--- src/rtl/uart_receiver.sv ---
// rtl/uart_receiver.sv - 8N1 UART receiver, oversampled by clken, with ready/framing/overrun status
// Optional 2-of-3 majority bit sampling is enabled by defining UART_RX_MAJORITY_EN.
module uart_receiver #(
   parameter int OSR_LOG2 = 4
) (
   input  logic       clk_50m,
   input  logic       rst_n,
   input  logic       rx,
   input  logic       clken,
   input  logic       rdy_clr,
   output logic [7:0] dout,
   output logic       rdy,
   output logic       frame_err,
   output logic       overrun
);

   localparam logic [OSR_LOG2-1:0] SC_LAST = '1;
   localparam logic [OSR_LOG2-1:0] SC_MID  = SC_LAST >> 1;

   typedef enum logic [1:0] {S_IDLE, S_START, S_DATA, S_STOP} state_t;

   state_t              state_q, state_d;
   logic                sync1_q, sync2_q, rx_s, bit_s;
   logic [OSR_LOG2-1:0] sc_q, sc_d;
   logic [2:0]          bi_q, bi_d;
   logic [7:0]          shreg_q, shreg_d, dout_q, dout_d;
   logic                rdy_q, rdy_d, ferr_q, ferr_d, ovr_q, ovr_d;
   logic                mid_hit, end_hit;

   assign rx_s    = sync2_q;
   assign mid_hit = (sc_q == SC_MID);
   assign end_hit = (sc_q == SC_LAST);

`ifdef UART_RX_MAJORITY_EN
   // hist_q holds rx_s from the two previous ticks, so the vote covers the last three ticks.
   logic [1:0] hist_q;

   always_ff @(posedge clk_50m) begin
      if (!rst_n) begin
         hist_q <= 2'b11;
      end else if (clken) begin
         hist_q <= {hist_q[0], rx_s};
      end
   end

   assign bit_s = (hist_q[1] & hist_q[0]) | (hist_q[1] & rx_s) | (hist_q[0] & rx_s);
`else
   assign bit_s = rx_s;
`endif

   always_ff @(posedge clk_50m) begin
      if (!rst_n) begin
         state_q <= S_IDLE;
      end else begin
         state_q <= state_d;
      end
   end

   always_comb begin
      state_d = state_q;
      if (clken) begin
         case (state_q)
            S_IDLE:  if (!rx_s) state_d = S_START;
            S_START: if (mid_hit) state_d = bit_s ? S_IDLE : S_DATA;
            S_DATA:  if (end_hit && bi_q == 3'd7) state_d = S_STOP;
            S_STOP:  if (end_hit) state_d = S_IDLE;
            default: state_d = S_IDLE;
         endcase
      end
   end

   always_comb begin
      sc_d    = sc_q;
      bi_d    = bi_q;
      shreg_d = shreg_q;
      dout_d  = dout_q;
      rdy_d   = rdy_q;
      ferr_d  = ferr_q;
      ovr_d   = ovr_q;
      if (rdy_clr) begin
         rdy_d = 1'b0;
         ovr_d = 1'b0;
      end
      if (clken) begin
         case (state_q)
            S_IDLE: sc_d = '0;
            S_START: begin
               sc_d = sc_q + 1'b1;
               if (mid_hit) begin
                  sc_d = '0;
                  bi_d = '0;
               end
            end
            S_DATA: begin
               // sc wraps to 0 at the sample point, which also seeds the stop bit count.
               sc_d = sc_q + 1'b1;
               if (end_hit) begin
                  shreg_d[bi_q] = bit_s;
                  bi_d          = bi_q + 1'b1;
               end
            end
            S_STOP: begin
               sc_d = sc_q + 1'b1;
               if (end_hit) begin
                  if (bit_s) begin
                     dout_d = shreg_q;
                     rdy_d  = 1'b1;
                     ferr_d = 1'b0;
                     ovr_d  = ovr_d | (rdy_q & ~rdy_clr);
                  end else begin
                     ferr_d = 1'b1;
                  end
               end
            end
            default: sc_d = '0;
         endcase
      end
   end

   always_ff @(posedge clk_50m) begin
      if (!rst_n) begin
         sync1_q <= 1'b1;
         sync2_q <= 1'b1;
         sc_q    <= '0;
         bi_q    <= '0;
         shreg_q <= '0;
         dout_q  <= '0;
         rdy_q   <= 1'b0;
         ferr_q  <= 1'b0;
         ovr_q   <= 1'b0;
      end else begin
         sync1_q <= rx;
         sync2_q <= sync1_q;
         sc_q    <= sc_d;
         bi_q    <= bi_d;
         shreg_q <= shreg_d;
         dout_q  <= dout_d;
         rdy_q   <= rdy_d;
         ferr_q  <= ferr_d;
         ovr_q   <= ovr_d;
      end
   end

   always_comb begin
      dout      = dout_q;
      rdy       = rdy_q;
      frame_err = ferr_q;
      overrun   = ovr_q;
   end

endmodule

--- config.mk ---
export PLATFORM = sky130hd
export DESIGN_NAME = uart_receiver
export DESIGN_NICKNAME = d
export VERILOG_FILES = /design/src/rtl/uart_receiver.sv
export SDC_FILE = /design/constraint.sdc
export NUM_CORES = 1
export LEC_CHECK = 0
export CAP_MARGIN = 0
export CORE_MARGIN = 2
export CORE_UTILIZATION = 37
export DETAILED_ROUTE_END_ITERATION = 8
export GPL_TIMING_DRIVEN = 0
export HOLD_SLACK_MARGIN = 0.02
export SLEW_MARGIN = 20
export SYNTH_ARGS = -nofsm -noshare
export SYNTH_HDL_FRONTEND = slang
export SYNTH_SLANG_ARGS = --single-unit
export TNS_END_PERCENT = 50
--- constraint.sdc ---
create_clock -name clk_50m -period 2.79 [get_ports clk_50m]
set_clock_uncertainty 0.15 [all_clocks]
set_input_delay 0.837 -clock clk_50m [delete_from_list [all_inputs] [get_ports clk_50m]]
set_output_delay 0.837 -clock clk_50m [all_outputs]
set_load 0.05 [all_outputs]
; After elaboration in Yosys (flattened, before gate mapping)
; Index checks and enable logic that the tools add are counted.
[totals]
elab_cells = 63
input_bits = 5
regBits = 30
output_inout_bits = 11
[op_classes]
reduce_logical = 10
bitwise_logic = 3
n_addsub = 2
eq_ne = 11
n_mux = 25
n_lt_le_gt_ge = 2
[op_table]
columns = op, count
row1 = $mux 1, 12
row2 = $pmux 4 s3, 1
row3 = $mux 2, 5
row4 = $ne 2x2->1 const B, 5
row5 = $bwmux 8, 1
row6 = $pmux 2 s4, 1
row7 = $reduce_and 4->1, 2
row8 = $mux 3, 2
row9 = $pmux 3 s2, 1
row10 = $reduce_and 3->1, 2
row11 = $reduce_and 5->1, 1
row12 = $add 4x1->4 const B, 1
row13 = $eq 2x2->1 const B, 2
row14 = $eq 4x3->1 const B, 1
row15 = $eq 4x4->1 const B, 1
row16 = $lt 3x4->1 const B, 1
row17 = $mux 4, 1
row18 = $add 3x1->3 const B, 1
row19 = $demux 1 s3, 1
row20 = $eq 3x3->1 const B, 1
row21 = $ge 3x1->1 const B, 1
row22 = $eq 2x1->1 const B, 1
row23 = $logic_and 1x1->1, 2
row24 = $logic_not 2->1, 1
row25 = other kinds (5), 5

; Depth between registers and ports, before layout
[logic_depth]
word_depth = 7
mapped_depth = 6
depth_no_buf = 4

; Worst setup path before layout
; Ideal clock, no wire load.
[synth_path]
path_kind = input to register
start = in clken
end = reg shreg_q[1]
setup_ns = 0.072
arrival_ns = 1.509
t_required_ns = 2.568
slack_ns = 1.059
path_stages = 3
path_cell_list = nand4_4 > nor4_1 > mux2i_1
[synth_between]
elab_chain_cells = 1
[synth_rtl]
columns = element, line
row1 = start: declaration, 9  ; input logic clken,
row2 = $reduce_and 3->1 (no line), -
row3 = end signal: assignment, 136  ; shreg_q <= shreg_d;
row4 = end: declaration, 26  ; logic [7:0] shreg_q, shreg_d, dout_q, dout_d;
; No other way between the ends.
; A chain may end at the register's enable or synchronous reset.

; Worst setup path in the final report
[layout_path]
start = reg rdy_q, in the netlist rdy
end = out rdy
[layout_lines]
columns = element, line
row1 = start: declaration, 27  ; logic rdy_q, rdy_d, ferr_q, ferr_d, ovr_q, ovr_d;
row2 = start signal: assignment, 138  ; rdy_q <= rdy_d;
row3 = end: declaration, 12  ; output logic rdy,
; No word-level cell between the ends.

==> summary.md <==
| Metric | Value |
|---|---|
| Worst-Margin Slew | `0.501 ns` |
| Worst Path Required | `1.80 ns` |
| Root buffer cell | `clkbuf_8` |
| Hold-fix buffers at CTS | `0` |
| Critical path type | `flip-flop to output port` |
| Largest net degree at the start of global routing | `11` |
| Die H | `66.4 um` |
| CTS sink cnt | `30` |
| Die Wd | `66.4 um` |
| Max Transition Viols Final | `0` |
| CTS H-tree depth | `2` |
| Crit end category | `output port` |
| PortBufs | `15` |
| Core area | `0.00372 mm2` |
| RSZ-0062 raised after global routing | `false` |
| CP startpoint kind | `flip-flop` |
| Peak supply drop | `345 uV` |
| HPWL Detailed | `2110 um` |
| Power Total | `829 uW` |
| DR vias/cell | `5.21` |
| Row Count | `22` |
| First-pass GRT wire length | `5310 um` |
| Final WL | `2950 um` |
| Post-CTS Setup Bufs | `0` |
| FMAX | `408 MHz` |
| Clk_lat worst skew | `0.29 ns` |
| Pwr/cell area | `474 mW/mm2` |
| Register-to-Register Path Depth | `5` |
| Initial Util | `38.8%` |
| Mean Syn Cell Area | `9.68 um2` |
| Syn. warnings | `0` |
| Worst slew margin | `66.5%` |
| Initial antenna violation count | `0` |
| CP max-delay cell | `clkdlybuf4s50_1` |
| CTS resizes | `0` |
| Drt drc | `0` |
| Final worst path period share | `87.9%` |
| Fin Hold WS | `0.255 ns` |
| Layout area overhead | `21.2%` |
| Net count, final | `179` |
| Util after Layout | `47.0%` |
| Lkg Pwr | `0.628 nW` |
| Antenna-violating nets left | `0` |
| WP depth | `1` |
| Placed insts | `212` |
| Via count | `1147` |
| Hold Violations, Final | `0` |
| Reg2Reg Setup Slack | `0.98 ns` |
| Antenna diodes | `0` |
| Pre-antenna DRT Iters | `4` |
| Post-Layout Cell Count | `220` |
| Largest delay contributor family on the critical path | `buffers and inverters` |
| Clk slew on worst S/H paths | `0.06 ns` |
| Final setup fails | `0` |
| Num CTS Buffers | `5` |
| Synthesized area | `0.00144 mm2` |
| Final GP Congestion | `0.851` |
| Seq/Total Area, Yosys | `41.6%` |
| Min Tclk post-route | `2.45 ns` |
| Longest Clk Path Bufs | `2` |
| HP Class | `flip-flop to flip-flop` |
| Fillcell total | `361` |
| CTS tree | `built` |
| Syn Nets | `157` |
| Max incr delay on CP | `0.82 ns` |
| Total grt overflow | `0` |
| Run status | `finished clean` |
| Max cap viols | `0` |
| IO Count | `16` |
| WP buf/inv | `1` |
| Yosys cell types | `44` |
| Routed len/inst | `13.4 um` |
| GRT Util Overall | `15.8%` |
| Crit path max fanout | `3` |
| Arr. time, crit path | `1.46 ns` |
| Number of global-route vias before repair | `1185` |
| 1st-iter DRT viols | `36` |
| Syn Inst Count | `149` |
| Die ar. | `0.00441 mm2` |
| Share of layout cells above drive strength 1 | `14.0%` |
| Cell Chain, Critical Path | `clkdlybuf4s50_1` |
| #FFs+latches synth | `30` |
| Hold depth | `1` |
| TNS Setup | `0 ns` |
final timing paths:
path,startpoint,to
setup / recovery,rdy,rdy
hold / removal,sync1_q,bit_s
setup reg to reg,sc_q[0],shreg_q[3]
hold reg to reg,sync1_q,bit_s
flip-flops by register name, summed over array words and instances, names as in the netlist, named ones only:
name,cells
dout,8
shreg_q,8
sc_q,4
bi_q,3
bit_s,1
frame_err,1
overrun,1
rdy,1
state_q,1
sync1_q,1
cell usage after synthesis, drive strengths merged:
cell type | number | area (um2)
a211oi | 2 | 15.0
a21bo | 1 | 10.0
a21boi | 4 | 30.0
a21oi | 1 | 8.76
a311oi | 2 | 17.5
a31oi | 2 | 12.5
a41oi | 2 | 17.5
and2 | 1 | 6.26
and4 | 1 | 8.76
buf | 7 | 35.0
clkbuf | 3 | 11.3
dfxtp | 30 | 601
ha | 3 | 37.5
inv | 3 | 11.3
mux2i | 18 | 180
nand2 | 22 | 82.6
nand2b | 4 | 25.0
nand3 | 4 | 20.0
nand3b | 2 | 15.0
nand4 | 3 | 33.8
nor2 | 3 | 11.3
nor2b | 3 | 18.8
nor3 | 4 | 30.0
nor3b | 1 | 7.51
nor4 | 2 | 18.8
nor4b | 3 | 47.5
o211a | 1 | 10.0
o211ai | 1 | 7.51
o21a | 3 | 22.5
o21ai | 6 | 30.0
o21bai | 1 | 7.51
o31a | 1 | 8.76
o41ai | 1 | 8.76
or3 | 1 | 6.26
or3b | 2 | 20.0
xor2 | 1 | 8.76
cell usage in the layout, fill, tap and decap left out, types with 2 or more instances in the layout:
| cell type | instances |
|---|---|
| nand3b_1 | 2 |
| nor2b_1 | 3 |
| a41oi_1 | 2 |
| clkbuf_1 | 3 |
| nor3_2 | 2 |
| clkbuf_8 | 6 |
| a31oi_1 | 2 |
| o21ai_0 | 5 |
| a211oi_1 | 2 |
| nand3_1 | 4 |
| buf_2 | 7 |
| dfxtp_1 | 30 |
| nor3_1 | 2 |
| a311oi_1 | 2 |
| nand2b_1 | 4 |
| a21boi_0 | 2 |
| o21a_1 | 3 |
| clkdlybuf4s50_1 | 15 |
| nand2_1 | 22 |
| mux2i_1 | 18 |
| a21boi_1 | 2 |
| nor2_1 | 3 |
| inv_1 | 3 |
| ha_1 | 3 |
| nand4_1 | 2 |
routing by layer:
layer | track usage, % | wire length, um | vias up
met1 | 20.6 | 1490 | 535
met3 | 3.75 | 100 | 7
met4 | 8.42 | 63 | 0
li1 | - | - | 583
met2 | 24.0 | 1300 | 22
met5 | 0 | 0 | -
cells by family (layout without fill, tap and decap cells):
family                   count (synthesis)  after routing  share of synthesized area (%)
buffers and inverters                   13             36                           3.99
adder cells (fa/ha/maj)                  3              3                           2.60
XOR/XNOR                                 1              1                          0.607
AO/OA/AOI/OAI                           28             28                           14.3
multiplexers                            18             18                           12.5
flip-flops                              30             30                           41.6
AND/OR/NAND/NOR                         56             56                           24.4
power breakdown:
part / internal (mW) / switching [mW]
registers: 0.430 / 0.00212
clock network: 0.198 / 0.171
logic: 0.0120 / 0.0166
total: 0.640 / 0.189
stage by stage:
step | setup WS [ns] | cell area [um2]
after floorplan | 1.06 | 1440
after global placement | 0.329 | 1650
after detailed placement | 0.341 | 1650
after CTS | 0.333 | 1750
after global routing | 0.294 | 1750
final | 0.339 | 1750
area by class of cell:
class	instances	area [um2]	area share [%]
Inverter	3	11.3	0.644
Multi-Input combinational cell	106	785	44.9
Clock buffer	6	82.6	4.72
Clock inverter	2	12.5	0.716
Timing Repair Buffer	15	150	8.59
Sequential cell	30	601	34.4
Buffer	10	46.3	2.65
Tap cell	48	60.1	3.44
No activity file was read; power rests on OpenSTA's default activity.
